File: src/rtl/cache_line_refill.sv
`default_nettype none
// ============================================================================
// cache_line_refill : miss handler, burst-refills one 16-word line, then
// commits the tag and returns the requested word.   Rev 1.0
// ============================================================================
module cache_line_refill #(
  parameter  int ADDR_W   = 32,
  parameter  int DATA_W   = 32,
  parameter  int INDEX_W  = 8,
  parameter  int OFFSET_W = 4,
  localparam int TAG_W    = ADDR_W - INDEX_W - OFFSET_W - 2
) (
  input  logic                clk,
  input  logic                rst_n,
  input  logic                miss_valid,
  input  logic [ADDR_W-1:0]   miss_addr,
  output logic                miss_ready,
  output logic                mem_req_valid,
  output logic [ADDR_W-1:0]   mem_req_addr,
  input  logic                mem_req_ready,
  input  logic                mem_rdata_valid,
  input  logic [DATA_W-1:0]   mem_rdata,
  output logic                fill_we,
  output logic [INDEX_W-1:0]  fill_index,
  output logic [OFFSET_W-1:0] fill_offset,
  output logic [DATA_W-1:0]   fill_data,
  output logic                tag_we,
  output logic [TAG_W-1:0]    tag_value,
  output logic                resp_valid,
  output logic [DATA_W-1:0]   resp_data
);

  localparam int LINE_LSB   = OFFSET_W + 2;
  localparam int INDEX_LSB  = LINE_LSB;
  localparam int TAG_LSB    = LINE_LSB + INDEX_W;

  localparam logic [2:0] C_IDLE   = 3'd0;
  localparam logic [2:0] C_REQ    = 3'd1;
  localparam logic [2:0] C_FILL   = 3'd2;
  localparam logic [2:0] C_COMMIT = 3'd3;
  localparam logic [2:0] C_RESP   = 3'd4;

  localparam logic [OFFSET_W-1:0] C_LAST_BEAT = '1;

  logic [2:0]          state_q, state_d;
  logic [OFFSET_W-1:0] cnt_q, cnt_d;
  logic [TAG_W-1:0]    tag_q, tag_d;
  logic [INDEX_W-1:0]  index_q, index_d;
  logic [OFFSET_W-1:0] offset_q, offset_d;
  logic [DATA_W-1:0]   crit_q, crit_d;

  logic                miss_ready_q, miss_ready_d;
  logic                mem_req_valid_q, mem_req_valid_d;
  logic [ADDR_W-1:0]   mem_req_addr_q, mem_req_addr_d;
  logic                fill_we_q, fill_we_d;
  logic [INDEX_W-1:0]  fill_index_q, fill_index_d;
  logic [OFFSET_W-1:0] fill_offset_q, fill_offset_d;
  logic [DATA_W-1:0]   fill_data_q, fill_data_d;
  logic                tag_we_q, tag_we_d;
  logic [TAG_W-1:0]    tag_value_q, tag_value_d;
  logic                resp_valid_q, resp_valid_d;
  logic [DATA_W-1:0]   resp_data_q, resp_data_d;

  logic accept;
  logic beat;
  logic unused_addr_lsbs;

  assign accept           = (state_q == C_IDLE) && miss_valid;
  assign beat             = (state_q == C_FILL) && mem_rdata_valid;
  assign unused_addr_lsbs = ^miss_addr[1:0];

  // State register
  always_ff @(posedge clk or negedge rst_n) begin
    if (!rst_n) begin
      state_q <= C_IDLE;
    end else begin
      state_q <= state_d;
    end
  end

  // Next-state logic
  always_comb begin
    state_d = state_q;
    case (state_q)
      C_IDLE:   if (miss_valid)                        state_d = C_REQ;
      C_REQ:    if (mem_req_ready)                     state_d = C_FILL;
      C_FILL:   if (mem_rdata_valid && cnt_q == C_LAST_BEAT) state_d = C_COMMIT;
      C_COMMIT:                                        state_d = C_RESP;
      C_RESP:                                          state_d = C_IDLE;
      default:                                         state_d = C_IDLE;
    endcase
  end

  // Miss context, beat counter and critical-word capture
  always_comb begin
    tag_d    = tag_q;
    index_d  = index_q;
    offset_d = offset_q;
    cnt_d    = cnt_q;
    crit_d   = crit_q;
    if (accept) begin
      tag_d    = miss_addr[ADDR_W-1:TAG_LSB];
      index_d  = miss_addr[TAG_LSB-1:INDEX_LSB];
      offset_d = miss_addr[LINE_LSB-1:2];
    end
    if ((state_q == C_REQ) && mem_req_ready) begin
      cnt_d = '0;
    end else if (beat) begin
      cnt_d = cnt_q + 1'b1;
    end
    if (beat && (cnt_q == offset_q)) begin
      crit_d = mem_rdata;
    end
  end

  // Output logic: every output is registered, so it is derived from the
  // next state and the current beat rather than from state_q.
  always_comb begin
    miss_ready_d    = (state_d == C_IDLE);
    mem_req_valid_d = (state_d == C_REQ);
    mem_req_addr_d  = mem_req_addr_q;
    fill_we_d       = beat;
    fill_index_d    = fill_index_q;
    fill_offset_d   = fill_offset_q;
    fill_data_d     = fill_data_q;
    tag_we_d        = (state_d == C_RESP);
    tag_value_d     = tag_value_q;
    resp_valid_d    = (state_d == C_RESP);
    resp_data_d     = resp_data_q;
    if (accept) begin
      mem_req_addr_d = {miss_addr[ADDR_W-1:LINE_LSB], {LINE_LSB{1'b0}}};
    end
    if (beat) begin
      fill_index_d  = index_q;
      fill_offset_d = cnt_q;
      fill_data_d   = mem_rdata;
    end
    if (state_d == C_RESP) begin
      tag_value_d = tag_q;
      resp_data_d = crit_q;
    end
  end

  always_ff @(posedge clk or negedge rst_n) begin
    if (!rst_n) begin
      cnt_q           <= '0;
      tag_q           <= '0;
      index_q         <= '0;
      offset_q        <= '0;
      crit_q          <= '0;
      miss_ready_q    <= 1'b1;
      mem_req_valid_q <= 1'b0;
      mem_req_addr_q  <= '0;
      fill_we_q       <= 1'b0;
      fill_index_q    <= '0;
      fill_offset_q   <= '0;
      fill_data_q     <= '0;
      tag_we_q        <= 1'b0;
      tag_value_q     <= '0;
      resp_valid_q    <= 1'b0;
      resp_data_q     <= '0;
    end else begin
      cnt_q           <= cnt_d;
      tag_q           <= tag_d;
      index_q         <= index_d;
      offset_q        <= offset_d;
      crit_q          <= crit_d;
      miss_ready_q    <= miss_ready_d;
      mem_req_valid_q <= mem_req_valid_d;
      mem_req_addr_q  <= mem_req_addr_d;
      fill_we_q       <= fill_we_d;
      fill_index_q    <= fill_index_d;
      fill_offset_q   <= fill_offset_d;
      fill_data_q     <= fill_data_d;
      tag_we_q        <= tag_we_d;
      tag_value_q     <= tag_value_d;
      resp_valid_q    <= resp_valid_d;
      resp_data_q     <= resp_data_d;
    end
  end

  assign miss_ready    = miss_ready_q;
  assign mem_req_valid = mem_req_valid_q;
  assign mem_req_addr  = mem_req_addr_q;
  assign fill_we       = fill_we_q;
  assign fill_index    = fill_index_q;
  assign fill_offset   = fill_offset_q;
  assign fill_data     = fill_data_q;
  assign tag_we        = tag_we_q;
  assign tag_value     = tag_value_q;
  assign resp_valid    = resp_valid_q;
  assign resp_data     = resp_data_q;

endmodule
`default_nettype wire

File: config.mk
export PLATFORM = sky130hd
export DESIGN_NAME = cache_line_refill
export DESIGN_NICKNAME = d
export VERILOG_FILES = /design/src/rtl/cache_line_refill.sv
export SDC_FILE = /design/constraint.sdc
export NUM_CORES = 1
export LEC_CHECK = 0
export CORE_ASPECT_RATIO = 0.7
export CORE_MARGIN = 5
export CORE_UTILIZATION = 50
export DETAILED_ROUTE_END_ITERATION = 16
export PLACE_DENSITY_LB_ADDON = 0.05
export SLEW_MARGIN = 20
export SYNTH_ARGS = -nofsm -noshare
export SYNTH_HDL_FRONTEND = slang
export SYNTH_SLANG_ARGS = --single-unit
export TNS_END_PERCENT = 1
File: constraint.sdc
create_clock -name clk -period 3.45 [get_ports clk]
set_clock_uncertainty 0.05 [all_clocks]
set_input_delay 0.69 -clock clk [delete_from_list [all_inputs] [get_ports clk]]
set_output_delay 0.69 -clock clk [all_outputs]
set_load 0.01 [all_outputs]
Word level (Yosys, flattened, before mapping) --
Cells that the tools add are included. W data, S select, Z words.
Storage, ports and cells: logic and storage cells 38, bits in registers 193, input port bits 69, output and inout port bits 131
Cells by class: equal/unequal tests 7, add/subtract/negate cells 1, reductions and logical operators 8, muxes and demuxes 6
Operators with widths (number):
- $pmux W3 S4 | 1
- $mux W3 | 3
- $mux W4 | 2
- $eq A3 B1 Y1 const B | 2
- $eq A3 B2 Y1 const B | 2
- $logic_not A3 Y1 | 2
- $logic_and A1 B1 Y1 | 5
- $add A4 B1 Y4 const B | 1
- $eq A4 B4 Y1 | 1
- $eq A4 B4 Y1 const B | 1
- $eq A3 B3 Y1 const B | 1
- $reduce_bool A2 Y1 | 1

Logic depth before layout (Yosys ltp) --
Gate-level depths: netlist of the first run.
depth after elaboration 5, mapped depth 7, gate-level depth less buffers 5

Worst setup path before layout of the first run --
Ideal clock, no wire load.
kind input-to-reg, start input port mem_rdata_valid, end register crit_q[0], slack 1.603 ns, setup time 0.128 ns, data required time 3.272 ns, buffers on the path 2, cell stages on the path 5, arrival 1.670 ns, path through nor4bb_1 -> buf_2 -> nand2_1 -> buf_4 -> mux2_1
On the way: longest elaborated chain between the ends 2
RTL lines:
- start, declared | line 21 | input logic mem_rdata_valid,
- $logic_and A1 B1 Y1 | line 69 | assign beat = (state_q == C_FILL) && mem_rdata_valid;
- $logic_and A1 B1 Y1 | line 111 | if (beat && (cnt_q == offset_q)) begin
- end signal, assigned | line 167 | crit_q <= crit_d;
- end, declared | line 50 | logic [DATA_W-1:0] crit_q, crit_d;
Every way passes these cells. A chain may end at the register's enable or synchronous reset.

Worst setup path after layout of the first run --
start input port mem_rdata_valid, end register crit_q[24]
The elaborated chain is that of the path after synthesis.

==> results of run 1 <==
-- sequential cells by signal, indices dropped and copies added, names as in the netlist, 4 cells and up --
name and cells:
tag_q 18, index_q 7, offset_q 4, fill_offset 4, fill_data 32, fill_index 8
crit_q 32, resp_data 32, cnt_q 4, tag_value 18
-- cell families after synthesis --
group / Yosys count / share of synthesized area (%)
AND/OR/NAND/NOR: 169 / 10.36
flip-flops: 167 / 66.08
multiplexers: 108 / 19.20
buffers and inverters: 32 / 2.769
XOR/XNOR: 7 / 0.9692
AO/OA/AOI/OAI: 3 / 0.3560
adder cells (fa/ha/maj): 1 / 0.1978
other: 1 / 0.05928
-- synth_stat cells (2+ instances only) --
cell                       number  area share [%]
sky130_fd_sc_hd__buf_4         10             1.2
sky130_fd_sc_hd__nor3_1         2            0.16
sky130_fd_sc_hd__buf_2         14             1.1
sky130_fd_sc_hd__mux2_1        35             6.2
sky130_fd_sc_hd__clkbuf_1       6            0.36
sky130_fd_sc_hd__nand2_1      154             9.1
sky130_fd_sc_hd__dfrtp_1      166              66
sky130_fd_sc_hd__nand2b_1       2            0.20
sky130_fd_sc_hd__mux2_2        72              13
sky130_fd_sc_hd__xor2_1         6            0.83
sky130_fd_sc_hd__nor2_1         7            0.42
-- critical path, delay by kind of cell --
kind,cells,cell delay [ps]
buffers and inverters,1,450
multiplexers,1,540
AND/OR/NAND/NOR,2,890
-- report_power, final --
| group | total (W) | internal (W) | switching (W) |
|---|---|---|---|
| combinational | 0.00304 | 0.00182 | 0.00122 |
| clock | 0.00192 | 0.00115 | 0.000772 |
| sequential | 0.00337 | 0.00284 | 0.000526 |
-- final timing paths --
| kind | end | slack, ps |
|---|---|---|
| setup / recovery | crit_q[24] | 1100 |
| hold / removal | tag_q[15] | 220 |
| setup reg to reg | crit_q[24] | 1140 |
| hold reg to reg | resp_data[22] | 410 |
| max in group asynchronous | resp_data[29] | 2340 |
| min in group clk | resp_data[22] | 410 |
-- per-layer routing --
layer / vias up / GRT usage (%) / share of wire (%) / wire [um]
li1: 1964 / - / - / -
met1: 2098 / 25.35 / 41 / 5869
met2: 121 / 32.35 / 49 / 7005
met3: 9 / 7.996 / 8.9 / 1269
met4: 0 / 4.194 / 0.69 / 98
met5: - / 0 / 0 / 0
-- cell type report --
type,count,area (um^2),area share [%]
Clock buffer,18,429.2,4.778
Timing Repair Buffer,198,1978,22.02
Multi-Input combinational cell,294,2012,22.40
Tap cell,162,202.7,2.257
Clock inverter,13,172.7,1.922
Sequential cell,167,4180,46.54
Inverter,2,7.507,0.08358
-- metrics by stage --
step	utilization, %	cells	setup slack [ps]	total power [W]	instance area (um^2)
2_1_floorplan	-	493	1603	0.004710	6345
3_3_place_gp	67.47	823	679.9	0.006362	8381
6_report	72.31	854	1096	0.008327	8982
4_1_cts	72.31	854	1075	0.008452	8982
5_1_grt	72.31	854	1001	0.008831	8982
3_5_place_dp	67.47	823	661.5	0.006482	8381
==> summary by stage, run 1 <==
Status
The run finished with clean final reports.

Power
The highest ir drop seen on vdd is approximately 0.53 mV. Summed over all cells, the static leakage comes to between 4 and 5 nW. The power density of the placed cells is slightly above 900 nW/um^2.

Synth
The flip-flop cell with the highest count after synthesis is sky130_fd_sc_hd__dfrtp_1. The number of synthesis warnings is 0. The synthesized netlist contains 25 unique library cells. The netlist area before placement is roughly 6300 um^2.

After synthesis, flip-flops and latches occupy about two thirds of the total area. The fraction of synthesis flops using an asynchronous set or reset pin is 100.0%. The synthesized flop and latch total is about 170.

Yosys mapped a number of flops with a built-in enable equal to 0. The synthesized netlist cell count is 488. The mean instance size in the synthesized netlist is approximately 13 um^2.

Clocking
The number of buffers inserted during clock tree synthesis is 17. The quantity of hold-fixing buffers added after cts is 0. In this run the post-CTS setup repair buffer count came out at 0. The clock-pin transition on the worst setup and hold timing paths is 60 ps. Counting every sink on the clock net gives about 170. The clock passes through at most 2 buffers. The clock reaches the later pin of the worst-skew pair after between 400 and 500 ps. TritonCTS built the clock tree. The post-cts repair resize count is 0.

The deepest level of the CTS H-tree is 4. The tree is rooted in a sky130_fd_sc_hd__clkbuf_16.

Global route
The via count of the first global-routing pass came to 4554. The total overflow reported by the global router is 0. The largest net degree at the start of global routing is 73.

The initial antenna violation count is 0. The global-route wire length before repair is 23690 um. The aggregate global-route resource usage is 19.92%.

Critical path
In this design, the stage delay of the slowest critical-path cell is roughly 560 ps. The data arrival time of the worst path is around 2600 ps. Of all nets on the critical path, the largest fanout is 32. For the worst setup path, the data required time is roughly 3700 ps. The kind of critical path is in -> reg. STA classifies the critical path endpoint as a flip-flop.

The kind of launch point of the worst setup path is an input pin. Traced cell by cell, the critical path runs through clkdlybuf4s50_1, nor4bb_4, nand2_2, mux2_1. The worst reg2reg path depth is 4.

The largest individual stage delay along the critical path comes from the cell sky130_fd_sc_hd__nand2_2. The critical register-to-register path startpoint is cnt_q[0]. The launch point of the worst path is mem_rdata_valid.

STA
The final-report max-slew violation count is 0. Headroom to the max-slew limit came out at between 30% and 40%. At the pin with the least slew margin, the transition time is ~960 ps. The worst hold slack is ~220 ps. Setup repair after global routing left no endpoint under its margin. The maximum clock rate is 424.9 MHz.

The setup TNS is 0 ps. The final critical delay including setup and external delays is 2354 ps. The final critical path takes up about two thirds of the cycle. The final number of setup-violating endpoints is 0. The total count of hold-check failures in the final report is 0.

Finish
The commonest non-fill, non-tap cell in the layout is sky130_fd_sc_hd__clkdlybuf4s50_1. In the layout the commonest cells are sky130_fd_sc_hd__clkdlybuf4s50_1, sky130_fd_sc_hd__dfrtp_1, sky130_fd_sc_hd__nand2_1. The fraction of final layout cells with drive strength greater than 1 is approximately 17%. The filler cells instantiated in the layout total about 880. For this run, the post-layout net count is 750.

The area growth from synthesis to layout is 41.99%. The repair_antennas step left the layout with diodes totalling 0.

Route
The number of detailed-route iterations in the first pass is 4. The number of vias per cell is between 4 and 5. The post-route DRC violation count is 0. The post-detailed-routing wire length is between 10000 and 15000 um.

In the final routed layout, each cell accounts on average for between 15 and 20 um. Across all layers, the routed design uses ~4200 vias. The iteration-0 DRC count of the detailed router is approximately 170. In this run the remaining antenna-violating nets after routing total 0.

Place
The weighted congestion reported at the end of routability-driven placement is ~0.74. The HPWL reported at the end of detailed placement is 9703 um. In this run the tool buffered the top-level ports with between 150 and 200 buffer cells.

Job
The reported max-cap violation count is 0.

Floorplan
The number of top-level pins is 200. The chip height is 104.1 um. The area of the die is 15040 um^2. After floorplanning, the core was sized to cover around 12000 um^2. The initialized floorplan defines 34 standard-cell rows.

The die boundary width is around 140 um. The effective utilization at floorplan is 50.93%.

Worst hold path
The class of the most critical hold timing path is in -> async.
Power figures use the tool's default switching activity.
==> run 2: changes to the inputs <==
- CORE_UTILIZATION: 50 -> 42
- clock period: 3.45 -> 2.1 ns (I/O delays scaled with it)
==> run 2 against run 1 <==
Worst hold slack gained 190 ps. Via count shrank 0.93%. Combinational power grew 67%. Sequential cell count is the same. Register-to-register slack lost 880 ps. Power grew 66%. Final cell count grew 4.8%. Cell area grew 2.0%. Sequential power grew 64%. Largest power group unchanged.
==> summary by stage, run 2 (synthesis results as in run 1) <==
Finish
The number of standard cells in the final layout excluding fillers is roughly 900. The net count of the finished layout is between 700 and 800. The area growth from synthesis to layout is 44.76%. In the layout the commonest cells are sky130_fd_sc_hd__clkdlybuf4s50_1, sky130_fd_sc_hd__dfrtp_1, sky130_fd_sc_hd__nand2_1.

The total area of sequential cells is about 4200 um^2. The fraction of final layout cells with drive strength greater than 1 is roughly 18%. Leaving out fill and tap cells, the most frequent cell in the layout is sky130_fd_sc_hd__clkdlybuf4s50_1. The final design area excluding fillers is approximately 9000 um^2. The repair_antennas step left the layout with diodes totalling 0. The area of the multi-input gates is between 2000 and 2500 um^2. The number of filler cells placed in the layout is ~1200.

Power
The power density of the placed cells is ~1500 nW/um^2. Total power for the finished layout comes to approximately 0.014 W. For this design the static power due to leakage is ~4.3 nW.

The highest ir drop seen on vdd is between 0.7 and 0.8 mV.

Critical path
Walking the worst path, the cells encountered are clkdlybuf4s50_1. The critical-path cell with the highest stage delay is sky130_fd_sc_hd__clkdlybuf4s50_1. The delay contributed by the slowest stage of the critical path is 560 ps. The data arrival time of the worst path is around 1500 ps. The number of buffers and inverters on the critical path is 1.

The family with the most delay on the worst path is buffers and inverters. Data on the critical path is required at its endpoint by 1630 ps. The element type at the critical path end is an output pin. In this run the worst path has a maximum fanout of 1.

STA classifies the critical path startpoint as a flip-flop. The setup path with the least slack is of type reg -> out.

Status
The run finished with clean final reports.

Floorplan
In this run the horizontal extent of the chip is around 160 um. Row generation in the floorplan step produced 37 rows. The chip height is approximately 110 um.

The effective utilization at floorplan is 42.97%. The core region area is between 10000 and 15000 um^2. The number of top-level pins is 200. The die covers between 15000 and 20000 um^2.

Global route
After global routing the overflow that remains totals 0. The first global-routing pass estimated around 23000 um of wire. The aggregate global-route resource usage is between 10% and 20%. Entering global routing, the biggest net connects between 40 and 50 pins.

The initial antenna violation count was 0. The via count of the first global-routing pass is roughly 4500.

Route
In the final routed layout, each cell accounts on average for approximately 16 um. For this run, the detailed router's first-pass iteration total came to 4. In the routed design, unresolved DRC markers number 0.

The routed via count is between 4000 and 5000. For this block, the initial DRC count from the detailed router was ~150. Once detail routing completed, the nets flagged for antenna violations numbered 0. Summed over all layers, the routed wires come to 14170 um. The number of vias per cell is ~4.6.

Place
The count of buffers added on input and output ports is ~190. In this run, placement finished with an instance count of roughly 860. The placed instances occupy a cell area of around 8500 um^2.

The weighted congestion reported at the end of routability-driven placement is about 0.77. The HPWL reported at the end of detailed placement is around 10000 um. Prior to clock tree synthesis, the placed netlist has a worst setup slack of -88.92 ps.

STA
The final critical delay including setup and external delays is 1950 ps. Setup repair after global routing left no endpoint under its margin. The final number of setup-violating endpoints is 0.

Dividing the final minimum period by the clock period gives about 93%. The final-report max-slew violation count is 0. The setup TNS is 0 ps. Once routing completed, OpenROAD measured the worst setup slack at about 150 ps. Static timing analysis puts the maximum clock frequency at approximately 510 MHz. The total count of hold-check failures in the final report is 0.

Clocking
The later pin in the worst-skew pair is clocked with a latency of 400 ps. TritonCTS built the clock tree. Clock tree synthesis selected as its root buffer the cell sky130_fd_sc_hd__clkbuf_16. The clock-pin transition on the worst setup and hold timing paths is ~70 ps. The clock passes through at most 2 buffers.

The number of sinks handled by clock tree synthesis is around 170. The number of buffers inserted during clock tree synthesis is 17. The deepest level of the CTS H-tree is 4.

Worst hold path
The class of the most critical hold timing path is reg -> reg.

Job
The reported max-cap violation count is 0.
run 2: per-stage QoR:
step	hold slack, ps	utilization (%)
detailed placement	318.5	57.96
finish	406.4	62.20
global placement	317.4	57.96
global route	431.5	62.20
floorplan	74.41	-
CTS	412.7	62.20
run 2: routing by layer:
metal,track usage (%),routed length (um),vias to the layer above
met5,0,0,-
li1,-,-,1990
met4,4.682,183,0
met3,6.474,1190,15
met2,25.63,6582,122
met1,22.00,6213,2026
run 2: worst paths after layout:
path | from | to | slack (ps) | cells past startpoint
max in group asynchronous | rst_n | miss_ready | 860 | 3
min in group asynchronous | rst_n | tag_q[15] | 460 | 2
hold reg to reg | crit_q[2] | resp_data[2] | 410 | 2
setup reg to reg | cnt_q[0] | crit_q[7] | 260 | 5
hold / removal | crit_q[2] | resp_data[2] | 410 | 2
setup / recovery | miss_ready | miss_ready | 150 | 1
run 2: report_power, final:
part / switching, W / internal [W]
Sequential: 0.000842 / 0.00467
Combinational: 0.00202 / 0.00305
Clock: 0.00121 / 0.00202
Total: 0.00407 / 0.00973
run 2: repair_timing:
action                    in CTS  in global routing
hold buffers                   1                  0
buffers inserted               0                  0
resized for setup              0                  0
hold endpoints to repair      40                  0
run 2: cell type report:
class / count / share of cell area (%)
clock buffers: 19 / 4.837
clock inverters: 11 / 1.886
inverters: 2 / 0.08198
multi-input cells: 294 / 21.97
flip-flops and latches: 167 / 45.65
well taps: 195 / 2.664
repair buffers: 207 / 22.91
